===== src/rtl/multicycle_controller_pkg.sv =====
// Shared types and encodings for the multicycle RV32I controller and its ALU decoder.
package mc_pkg;

    typedef enum logic [3:0] {
        FETCH    = 4'd0,
        DECODE   = 4'd1,
        MEMADR   = 4'd2,
        MEMREAD  = 4'd3,
        MEMWB    = 4'd4,
        MEMWRITE = 4'd5,
        EXECR    = 4'd6,
        EXECI    = 4'd7,
        ALUWB    = 4'd8,
        BEQ      = 4'd9,
        JAL      = 4'd10
    } state_t;

    typedef enum logic [1:0] {
        ALUOP_ADD   = 2'd0,
        ALUOP_SUB   = 2'd1,
        ALUOP_FUNCT = 2'd2
    } aluop_t;

    localparam logic [6:0] OP_LW   = 7'b0000011;
    localparam logic [6:0] OP_SW   = 7'b0100011;
    localparam logic [6:0] OP_R    = 7'b0110011;
    localparam logic [6:0] OP_I    = 7'b0010011;
    localparam logic [6:0] OP_BEQ  = 7'b1100011;
    localparam logic [6:0] OP_JAL  = 7'b1101111;

    localparam logic [3:0] ALUC_ADD = 4'b0000;
    localparam logic [3:0] ALUC_SUB = 4'b0001;
    localparam logic [3:0] ALUC_AND = 4'b0010;
    localparam logic [3:0] ALUC_OR  = 4'b0011;
    localparam logic [3:0] ALUC_SLT = 4'b0101;

    localparam logic [1:0] EXT_I = 2'b00;
    localparam logic [1:0] EXT_S = 2'b01;
    localparam logic [1:0] EXT_B = 2'b10;
    localparam logic [1:0] EXT_J = 2'b11;

    localparam logic [1:0] SRCA_PC    = 2'b00;
    localparam logic [1:0] SRCA_OLDPC = 2'b01;
    localparam logic [1:0] SRCA_RS1   = 2'b10;

    localparam logic [1:0] SRCB_RS2  = 2'b00;
    localparam logic [1:0] SRCB_IMM  = 2'b01;
    localparam logic [1:0] SRCB_FOUR = 2'b10;

    localparam logic [1:0] RES_ALUOUT = 2'b00;
    localparam logic [1:0] RES_RDATA  = 2'b01;
    localparam logic [1:0] RES_ALURES = 2'b10;

    function automatic logic [1:0] ext_sel(input logic [6:0] op);
        case (op)
            OP_SW:   return EXT_S;
            OP_BEQ:  return EXT_B;
            OP_JAL:  return EXT_J;
            default: return EXT_I;
        endcase
    endfunction

endpackage


===== src/rtl/multicycle_controller_alu_decoder.sv =====
// Maps the controller's ALUOp plus instruction function fields to an ALU control code.
module alu_decoder
    import mc_pkg::*;
#(
    parameter int ALUC_W = 4
) (
    input  aluop_t            aluop,
    input  logic [2:0]        funct3,
    input  logic              funct7b5,
    input  logic              op5,
    output logic [ALUC_W-1:0] aluc
);

    logic [3:0] code;

    always_comb begin
        code = ALUC_ADD;
        case (aluop)
            ALUOP_SUB: code = ALUC_SUB;
            ALUOP_FUNCT: begin
                case (funct3)
                    // funct7b5 only means sub for register-register ops; addi ignores it
                    3'b000:  code = (op5 && funct7b5) ? ALUC_SUB : ALUC_ADD;
                    3'b010:  code = ALUC_SLT;
                    3'b110:  code = ALUC_OR;
                    3'b111:  code = ALUC_AND;
                    default: code = ALUC_ADD;
                endcase
            end
            default: code = ALUC_ADD;
        endcase
    end

    assign aluc = ALUC_W'(code);

endmodule


===== src/rtl/multicycle_controller.sv =====
// Multicycle RV32I control unit: state register, next-state logic and combinational output decode.
module multicycle_controller
    import mc_pkg::*;
#(
    parameter int ALUC_W        = 4,
    parameter bit MEM_HANDSHAKE = 1'b1
) (
    input  logic              clk,
    input  logic              reset,
    input  logic [6:0]        op,
    input  logic [2:0]        funct3,
    input  logic              funct7b5,
    input  logic              Zero,
    input  logic              mem_ready,
    output logic              PCwe,
    output logic              IRwe,
    output logic              AdrSrc,
    output logic              Regwe,
    output logic              DMemwe,
    output logic [1:0]        ALUSrcA,
    output logic [1:0]        ALUSrcB,
    output logic [1:0]        ResultSrc,
    output logic [ALUC_W-1:0] ALUc,
    output logic [1:0]        Extendc,
    output logic              illegal,
    output logic [3:0]        state
);

    state_t cur, nxt;
    aluop_t aluop;
    logic   mr;
    logic   set_ill;

    assign mr = MEM_HANDSHAKE ? mem_ready : 1'b1;

    always_comb begin
        nxt     = cur;
        set_ill = 1'b0;
        case (cur)
            FETCH:    if (mr) nxt = DECODE;
            DECODE: begin
                case (op)
                    OP_LW, OP_SW: nxt = MEMADR;
                    OP_R:         nxt = EXECR;
                    OP_I:         nxt = EXECI;
                    OP_BEQ:       nxt = BEQ;
                    OP_JAL:       nxt = JAL;
                    default: begin
                        nxt     = FETCH;
                        set_ill = 1'b1;
                    end
                endcase
            end
            MEMADR:   nxt = (op == OP_LW) ? MEMREAD : MEMWRITE;
            MEMREAD:  if (mr) nxt = MEMWB;
            MEMWB:    nxt = FETCH;
            MEMWRITE: if (mr) nxt = FETCH;
            EXECR:    nxt = ALUWB;
            EXECI:    nxt = ALUWB;
            ALUWB:    nxt = FETCH;
            JAL:      nxt = ALUWB;
            BEQ:      nxt = FETCH;
            default:  nxt = FETCH;
        endcase
    end

    always_ff @(posedge clk or posedge reset) begin
        if (reset) begin
            cur     <= FETCH;
            illegal <= 1'b0;
        end else begin
            cur <= nxt;
            if (set_ill) illegal <= 1'b1;
        end
    end

    always_comb begin
        PCwe      = 1'b0;
        IRwe      = 1'b0;
        AdrSrc    = 1'b0;
        Regwe     = 1'b0;
        DMemwe    = 1'b0;
        ALUSrcA   = SRCA_PC;
        ALUSrcB   = SRCB_RS2;
        ResultSrc = RES_ALUOUT;
        aluop     = ALUOP_ADD;
        case (cur)
            FETCH: begin
                IRwe      = mr;
                PCwe      = mr;
                ALUSrcB   = SRCB_FOUR;
                ResultSrc = RES_ALURES;
            end
            DECODE: begin
                ALUSrcA = SRCA_OLDPC;
                ALUSrcB = SRCB_IMM;
            end
            MEMADR: begin
                ALUSrcA = SRCA_RS1;
                ALUSrcB = SRCB_IMM;
            end
            MEMREAD:  AdrSrc = 1'b1;
            MEMWB: begin
                ResultSrc = RES_RDATA;
                Regwe     = 1'b1;
            end
            MEMWRITE: begin
                AdrSrc = 1'b1;
                DMemwe = 1'b1;
            end
            EXECR: begin
                ALUSrcA = SRCA_RS1;
                aluop   = ALUOP_FUNCT;
            end
            EXECI: begin
                ALUSrcA = SRCA_RS1;
                ALUSrcB = SRCB_IMM;
                aluop   = ALUOP_FUNCT;
            end
            ALUWB:    Regwe = 1'b1;
            JAL: begin
                ALUSrcA = SRCA_OLDPC;
                ALUSrcB = SRCB_FOUR;
                PCwe    = 1'b1;
            end
            BEQ: begin
                ALUSrcA = SRCA_RS1;
                aluop   = ALUOP_SUB;
                PCwe    = Zero;
            end
            default: ;
        endcase
        // Write enables must not leak while reset holds, even mid-instruction
        if (reset) begin
            PCwe   = 1'b0;
            IRwe   = 1'b0;
            Regwe  = 1'b0;
            DMemwe = 1'b0;
        end
    end

    alu_decoder #(.ALUC_W(ALUC_W)) u_alu_decoder (
        .aluop    (aluop),
        .funct3   (funct3),
        .funct7b5 (funct7b5),
        .op5      (op[5]),
        .aluc     (ALUc)
    );

    assign Extendc = ext_sel(op);
    assign state   = cur;

endmodule


===== config.mk =====
export PLATFORM = sky130hd
export DESIGN_NAME = multicycle_controller
export DESIGN_NICKNAME = d
export VERILOG_FILES = /design/src/rtl/multicycle_controller_pkg.sv /design/src/rtl/multicycle_controller_alu_decoder.sv /design/src/rtl/multicycle_controller.sv
export SDC_FILE = /design/constraint.sdc
export NUM_CORES = 1
export LEC_CHECK = 0
export BUFFER_PORTS_ARGS = -buffer_cell sky130_fd_sc_hd__buf_4
export CAP_MARGIN = 20
export CORE_MARGIN = 5
export CORE_UTILIZATION = 46
export DETAILED_ROUTE_END_ITERATION = 6
export GPL_TIMING_DRIVEN = 0
export PLACE_DENSITY = 0.92
export SKIP_LAST_GASP = 1
export SLEW_MARGIN = 20
export SYNTH_ARGS = -nofsm -noshare
export SYNTH_HDL_FRONTEND = slang
export SYNTH_SLANG_ARGS = --single-unit
export TNS_END_PERCENT = 20

===== constraint.sdc =====
create_clock -name clk -period 3.5 [get_ports clk]
set_input_delay 0.7 -clock clk [delete_from_list [all_inputs] [get_ports clk]]
set_output_delay 0.7 -clock clk [all_outputs]
set_load 0.05 [all_outputs]

---- Word-level counts from Yosys, hierarchy flattened ----
Cells that the tools add are included.
word-level totals
  bits in read-only memories .............. 0
  memories kept ........................... 0
  bits of input ports ..................... 15
  logic and storage cells ................. 65
  memory bits (writable) .................. 0
  flip-flop bits (word level) ............. 5
  bits in latches ......................... 0
operators by class
  bitwise gates (word level) .............. 0
  reduce and logical (&&, ||, !) cells .... 14
  multiplexer cells ....................... 25
  $add $sub $neg .......................... 0
  divide/modulo/power cells ............... 0
  equality and inequality tests ........... 24
  order comparisons ....................... 0
  multipliers ............................. 0
  shift operators ......................... 0
operators by type and width
  cell                                                 count
  one-hot mux 4 bit (6 select lines)                   1
  one-hot mux 4 bit (5 select lines)                   1
  equality test 4 x 3 -> 1 bit, second input constant  4
  one-hot mux 2 bit (2 select lines)                   4
  one-hot mux 4 bit (4 select lines)                   1
  equality test 7 x 6 -> 1 bit, second input constant  2
  equality test 7 bit, second input constant           2
  equality test 4 bit, second input constant           3
  two-way mux 4 bit                                    3
  OR reduction 2 bit                                   6
  two-way mux 1 bit                                    11
  equality test 4 x 2 -> 1 bit, second input constant  2
  one-hot mux 4 bit (2 select lines)                   1
  equality test 7 x 2 -> 1 bit, second input constant  1
  equality test 7 x 5 -> 1 bit, second input constant  1
  equality test 3 bit, second input constant           2
  inequality test 2 bit, second input constant         3
  one-hot mux 2 bit (3 select lines)                   1
  OR reduction 3 bit                                   2
  OR reduction 6 bit                                   1
  equality test 4 x 1 -> 1 bit, second input constant  1
  zero test 4 bit                                      1
  OR reduction 4 bit                                   1
  equality test 3 x 2 -> 1 bit, second input constant  1
  7 further kinds                                      7

---- Logic depth before layout (Yosys ltp) ----
Gate-level depths: netlist of the first run.
  word-level depth ........................ 5
  depth in mapped cells ................... 9

---- By module ----
A second synthesis of the first run with hierarchy kept.
unflattened totals
  cells, all modules ...................... 97
  area, all modules ....................... 710.7 µm²
by module, submodules not included
  module                 area each (µm²)  times used  cells an instance  sequential area each (µm²)
  multicycle_controller  603.1            1           84                 125.1
  alu_decoder            107.6            1           13                 0.0

---- Least setup slack after synthesis of the first run ----
OpenSTA, ideal clock, no wires.
  path type ............................... register to output
  start ................................... reg cur[2] (netlist: state[2])
  end ..................................... out ALUc[2]
  arrival time ............................ 3.110 ns
  cell stages (with the launch flop) ...... 6
  data required time ...................... 2.800 ns
  path slack .............................. -0.310 ns
  path through ............................ dfrtp_1 buf_4 inv_1 or2_2 ha_1 nor4_1
on the way
  longest elaborated chain between the ends .. 5
ends and longest elaborated chain
  what                                                                        line                                     text
  start, declared                                                             multicycle_controller.sv:29              state_t cur, nxt;
  start signal, assigned                                                      multicycle_controller.sv:72              cur <= nxt;
  equality test 4 x 3 -> 1 bit                                                multicycle_controller.sv:87              case (cur)
  OR reduction 2 bit (no source line)                                         --
  one-hot mux 2 bit (2 select lines) *                                        multicycle_controller.sv:87
  equality test 2 bit / equality test 2 x 1 -> 1 bit (equally long branches)  multicycle_controller_alu_decoder.sv:18  case (aluop)
  one-hot mux 4 bit (2 select lines) *                                        multicycle_controller_alu_decoder.sv:18
  end, declared                                                               multicycle_controller.sv:23              output logic [ALUC_W-1:0] ALUc,
Mark *: on every way between the ends. The rest lies on a longest branch, timed or not.

---- Worst setup path in the final report of the first run ----
  start ................................... reg cur[2] (netlist: state[2])
  end ..................................... out ALUc[0]
Same word-level chain as after synthesis.

==> metrics.txt, run 1 <==
WL final=2.10 mm; GRT Util Overall=20.3%; Syn Inst Count=90; detailed-route via count=810; Fin Hold WS=0.394 ns; largest net degree at the start of global routing=11; first-pass GRT wire length=3.27 mm; Peak supply drop=0.289 mV; H-tree levels=1; PD cells=268 nW/um^2; Pleak=0.471 nW; met2 Use GR=37.2%; post-DP HPWL=1.71 mm; GR peak layer=met2; CP required=2.80 ns; initial antenna violation count=0; Nets=147; Clock transition at path regs=0.04 ns; CTS tree=yes; met3 global-route usage=6.39%; Hold WC Path Type=input pin to asynchronous set/reset pin; starting density of the core=49.6%; CTS Buf Count=3; setup bufs post-CTS=0; design area=967 sq um; unrepaired setup endpoints after global routing=false; fin crit share=80.6%; synth unique cells=40; CORE AREA=1320 sq um; syn_area_per_cell=7.26 sq um; iteration-0 DRC count of the detailed router=26; DR vias/cell=5.63; Final TNS setup=0 ns; Post-Route Utilization=73.4%; Worst Path Arrival=2.12 ns; RD Place Congestion=0.861; placed inst area=941 sq um; Clock Skews=0.000740 ns; clock root cell=clkbuf_4; clock latency on the worst-skew pair=0.24 ns; Ports=37; Worst Setup End Kind=primary output; fin crit period=2.82 ns; share of layout cells above drive strength 1=41.1%; Yosys reg bits=5; area delta synth->final=48.1%; achievable frequency=0.354 GHz; post-route ant nets=0; # diodes=0; gr ovfl total=0; die area=2270 sq um; GRT met1 Usage=23.1%; Max clock buf depth=2; synth top area cells=dfrtp_1 (19%), nor3_1 (5.4%), nor4_1 (4.8%); Hold Vio Cnt, Final=0; drt wl/cell=14.6 um; die height=47.7 um; post-route DRC violation count=0; Yosys warnings=0; dpl ws=0.938 ns; IO buf count=35; status=finished, final reports clean; # clock sinks=5; startpoint types=register; Net Count, Synth=107; post-synthesis sequential area ratio=19.2%; vias in the first global route=749; Synth Cell Area=653 sq um; maxcap violations=0; Pre-antenna DRT Iters=5; WS Path Type=register to primary output; Final Worst Setup Slack=0.678 ns; # resized after CTS=0; Worst Path Max Fanout=9; row cnt=13; cts hold-fix bufs=0; Final Max Tran Viols=0; leading area contributor after synthesis=dfrtp_1; DIE WIDTH=47.7 um; share of the synthesized area in the top cell type=19.2%; endpoints failing setup=0
## cells in the final DEF, fill, tap and decap left out, types with 2 or more instances in the layout
master	count
buf_4	37
inv_1	7
nor3_1	7
nand2_1	7
nor2_1	7
a21oi_1	6
dfrtp_1	5
a31oi_1	4
nor4_1	4
nand2b_1	3
xnor2_1	3
o21ai_0	3
clkbuf_4	3
buf_2	2
nand3_1	2
ha_1	2
## worst paths after layout
path | startpoint | to | slack (ns) | cells past startpoint
worst max-delay path | state[2]$_DFFE_PP0P_ | ALUc[0] | 0.68 | 10
worst min-delay path | reset | state[3]$_DFFE_PP0P_ | 0.39 | 2
worst max register to register | state[1]$_DFFE_PP0P_ | state[0]$_DFFE_PP0P_ | 2.10 | 4
worst min register to register | illegal$_DFFE_PP0P_ | illegal$_DFFE_PP0P_ | 0.45 | 1
max in group asynchronous | reset | state[0]$_DFFE_PP0P_ | 2.94 | 2
min in group clk | illegal$_DFFE_PP0P_ | illegal$_DFFE_PP0P_ | 0.45 | 1
## critical path, cell delays in order, from the launching register on
cell     delay [ns]
dfrtp_1        0.34
buf_4          0.18
inv_1          0.14
or2_2          0.35
inv_1          0.08
ha_1           0.19
nand2_1        0.11
nor2_1         0.14
nor3_1         0.06
nor2_1         0.08
buf_4          0.20
## cell families after synthesis
group           Yosys count  share of synthesized area [%]
xor+xnor                  3                           4.02
fa+ha+maj                 2                           3.83
flops                     5                           19.2
mux                       1                           1.72
compound gates           21                           20.7
buf+inv                  12                           9.58
simple gates             45                           40.4
other cells               1                          0.574
## synthesized netlist by cell type (all sizes together)
library cell  count
inv               7
a31oi             4
nor2              8
a21o              1
and3b             1
nand3             2
nand4             1
xnor2             3
nor4b             1
o221ai            1
conb              1
a32oi             1
nor3              8
a31o              1
and4bb            1
nand2b            3
nand2             8
o31ai             1
buf               5
dfrtp             5
or2               2
o211ai            1
and3              1
nor4              5
o21ai             3
a21oi             6
a211oi            1
mux2              1
ha                2
o2111ai           1
or3b              1
or3               1
and2b             2
## per-stage QoR
stage | total power [W] | std cells
finish | 0.000259 | 144
detailed placement | 0.000193 | 140
global placement | 0.000190 | 140
floorplan | 0.000148 | 90
global route | 0.000280 | 144
CTS | 0.000262 | 144
## per-layer routing
metal	share of wire (%)	routed length, um	vias up
met1	39	811	364
met2	51	1080	41
met5	0	0	-
li1	-	-	405
met3	9.9	207	0
met4	0	0	0
## registers in the layout (all words and copies together) (netlist names)
signal	cells
state	4
illegal	1
## power by group
group | total, W | switching, W | internal [W]
registers | 0.0000614 | 0.00000141 | 0.0000600
logic | 0.000131 | 0.0000850 | 0.0000456
clock network | 0.0000667 | 0.0000237 | 0.0000431
## area by class of cell
| type | count | area [sq um] |
|---|---|---|
| multi-input cells | 73 | 472 |
| well taps | 15 | 18.8 |
| repair buffers | 35 | 263 |
| inverters | 7 | 26.3 |
| clock buffers | 4 | 26.3 |
| plain buffers | 5 | 36.3 |
| flip-flops and latches | 5 | 125 |
| fillers | 128 | 350 |
(Power assumes the default switching activity.)
==> inputs of run 2 (changes only) <==
--- a/config.mk
+++ b/config.mk
@@ -5,13 +5,14 @@
 export SDC_FILE = /design/constraint.sdc
 export NUM_CORES = 1
 export LEC_CHECK = 0
+export ABC_AREA = 1
 export BUFFER_PORTS_ARGS = -buffer_cell sky130_fd_sc_hd__buf_4
 export CAP_MARGIN = 20
 export CORE_MARGIN = 5
-export CORE_UTILIZATION = 46
+export CORE_UTILIZATION = 42
 export DETAILED_ROUTE_END_ITERATION = 6
 export GPL_TIMING_DRIVEN = 0
-export PLACE_DENSITY = 0.92
+export PLACE_DENSITY = 0.87
 export SKIP_LAST_GASP = 1
 export SLEW_MARGIN = 20
 export SYNTH_ARGS = -nofsm -noshare
==> constraint.sdc (replaced) <==
create_clock -name clk -period 2.6 [get_ports clk]
set_input_delay 0.52 -clock clk [delete_from_list [all_inputs] [get_ports clk]]
set_output_delay 0.52 -clock clk [all_outputs]
set_load 0.05 [all_outputs]
==> metrics.txt, run 2 <==
status=finished, final reports clean; DIE WIDTH=48.4 um (+1.5%); CTS tree=yes; row cnt=13 (unchanged); Final Max Tran Viols=0 (unchanged); Post-synth EDFFs=0 (unchanged); maxcap violations=0 (unchanged); post-synthesis mux area share=0% (-1.7 points); startpoint types=register; CP required=2.08 ns (-0.72 ns); Largest register FFs=4 (unchanged); Pre-antenna DRT Iters=4 (-1); Filler Cells Inserted=112 (-13%); count leader, synth=nand2_1; endpoints failing setup=0 (unchanged); GRT Util Overall=14.9% (-5.4 points); Pwr Total=0.000676 W (+160%); area delta synth->final=53.3%; Peak supply drop=0.381 mV (+32%); fin crit share=92.2%; share of the synthesized area in the top cell type=20.2% (+1.0 points); Synth Area in Compound Gates=10.1% (-11 points); RD Place Congestion=0.904 (+5.0%); die area=2340 sq um (+3.0%); vias in the first global route=721 (-3.7%); post-synthesis xor/xnor area fraction=0% (-4.0 points); Worst Setup End Kind=primary output; WL final=1.81 mm (-14%); main combinational cell family by area after synthesis=simple AND/OR/NAND/NOR gates; synth unique cells=25 (-38%); Post-Route Utilization=70.3% (-3.1 points); iteration-0 DRC count of the detailed router=23 (-12%); PD cells=712 nW/um^2 (+170%); Worst Path Arrival=1.88 ns (-0.24 ns); IO buf count=35 (unchanged); Net Count, Synth=122 (+14%); crit-path max cell delay=0.45 ns (+0.10 ns); Nets=162 (+10%); Clock transition at path regs=0.05 ns (about the same); Crit path max-delay family=simple AND/OR/NAND/NOR gates; post-route ant nets=0 (unchanged); post-DP HPWL=1.54 mm (-9.7%); leading area contributor after synthesis=dfrtp_1; largest net degree at the start of global routing=8 (-3); share of layout cells above drive strength 1=43.8% (+2.7 points); H-tree levels=1 (unchanged); post-synthesis sequential area ratio=20.2% (+1.0 points); syn_area_per_cell=5.90 sq um (-19%); starting density of the core=45.9% (-3.7 points); clock root cell=clkbuf_4; Clock Skews=0.00126 ns (+0.000523 ns); achievable frequency=0.417 GHz; fin crit period=2.40 ns; initial antenna violation count=0 (unchanged); Hold Vio Cnt, Final=0 (unchanged); synth top area cells=dfrtp_1 (20%), nand2_1 (15%), inv_1 (9.1%); CP max-delay cell=dfrtp_2; Hold WC Path Type=input pin to asynchronous set/reset pin; CTS Buf Count=3 (unchanged); top cells by count, synth=nand2_1 (24), inv_1 (15), nor2_1 (13), nand3_1 (11), inv_2 (8); post-route DRC violation count=0 (unchanged); commonest non-fill, non-tap cell in the layout=buf_4; async set-reset flop share out of synthesis=100% (unchanged); die height=48.4 um (+1.5%); post-synthesis simple-gate area fraction=49.1% (+8.7 points); Adder-Cell Fraction of Synth Area=4.04% (+0.21 points); top_reg_cell synth=dfrtp_1; CP cell instances=nor2_4 -> inv_2 -> nor2_4 -> ha_1 -> nand2_1 -> nor2_1 -> nor2_1 -> a21oi_1 -> buf_4; WP buf/inv=2 (-2); Yosys warnings=0 (unchanged); Yosys reg bits=5 (unchanged); placed inst area=916 sq um (-2.7%); first-pass GRT wire length=2.93 mm (-10%); drt wl/cell=11.4 um (-22%); design area=950 sq um (-1.8%); clock latency on the worst-skew pair=0.25 ns (about the same); # clock sinks=5 (unchanged); Pleak=0.547 nW (+16%); Syn Inst Count=105 (+17%); most frequent cells in the layout=buf_4 (36), nand2_1 (24), inv_1 (15); gr ovfl total=0 (unchanged); # diodes=0 (unchanged); Max clock buf depth=2 (unchanged); detailed-route via count=796 (-1.7%); CORE AREA=1350 sq um (+2.5%); DR vias/cell=5.01 (-11%); Synth Cell Area=619 sq um (-5.2%); unrepaired setup endpoints after global routing=false; Ports=37 (unchanged); cts hold-fix bufs=0 (unchanged); Worst Path Max Fanout=6 (-3); WS Path Type=register to primary output
## run 2: changes by cell type after synthesis, moves of 4 or more
cell / before / now
nor4_1: 5 / 1
nand2_1: 7 / 24
nor3_1: 7 / 2
nand3_1: 2 / 11
inv_2: 0 / 8
nor2_1: 7 / 13
a21oi_1: 6 / 1
inv_1: 7 / 15
a31oi_1: 4 / 0
## run 2: cell families after synthesis
logic type,count (synthesis)
AND/OR/NAND/NOR,63
buffers and inverters,25
AO/OA/AOI/OAI,9
flip-flops,5
adder cells (fa/ha/maj),2
other,1
## run 2: power by group
part	switching, W	leakage, nW	total [W]	internal (W)
Clock	0.0000365	0.0177	0.0000924	0.0000559
Sequential	0.0000185	0.0609	0.000107	0.0000880
Combinational	0.000339	0.469	0.000477	0.000138
## run 2: path summary, 6_finish.rpt
check	from	to	slack [ns]	cells past startpoint
min in group clk	illegal$_DFFE_PP0P_	illegal$_DFFE_PP0P_	0.46	2
hold reg to reg	illegal$_DFFE_PP0P_	illegal$_DFFE_PP0P_	0.46	2
max in group asynchronous	reset	state[3]$_DFFE_PP0P_	2.19	2
setup reg to reg	state[3]$_DFFE_PP0P_	state[2]$_DFFE_PP0P_	1.36	6
setup / recovery	state[3]$_DFFE_PP0P_	ALUc[0]	0.20	9
hold / removal	reset	state[0]$_DFFE_PP0P_	0.21	2
## run 2: layout make-up
| type | count | area, sq um | area share (%) |
|---|---|---|---|
| clock inverter | 1 | 5.00 | 0.527 |
| clock buffer | 3 | 22.5 | 2.37 |
| multi-input combinational | 75 | 415 | 43.7 |
| inverter | 24 | 91.3 | 9.62 |
| timing repair buffer | 35 | 263 | 27.7 |
| buffer | 1 | 7.51 | 0.791 |
| sequential | 5 | 126 | 13.3 |
| tap | 15 | 18.8 | 1.98 |
## run 2: layer usage
metal  vias to the layer above  track usage (%)  share of wire, %
met5                         -                0                 0
met4                         0             6.91               1.3
met3                         4             3.36               8.1
met2                        40             27.0                50
met1                       345             16.0                40
li1                        407                -                 -
## run 2: timing repair
item | 4_1_cts | 5_1_grt
setup endpoints to repair | 0 | 1
setup buffers | 0 | 0
hold endpoints to repair | 0 | 0
gates resized for setup | 0 | 2
## run 2: worst reg2reg max path, delay by kind of cell, from the launching register on
family / cells / cell delay [ns]
AND/OR/NAND/NOR: 5 / 0.61
flip-flops: 1 / 0.45
AO/OA/AOI/OAI: 1 / 0.06
## run 2: through the flow
stage | setup WS [ns] | hold WS, ns | cells | TNS (ns)
global route | 0.0133 | 0.228 | 159 | 0
CTS | 0.155 | 0.214 | 159 | 0
floorplan | -0.195 | 0.299 | 105 | -0.271
detailed placement | 0.426 | 0.452 | 155 | 0
global placement | 0.458 | 0.449 | 155 | 0
finish | 0.202 | 0.211 | 159 | 0
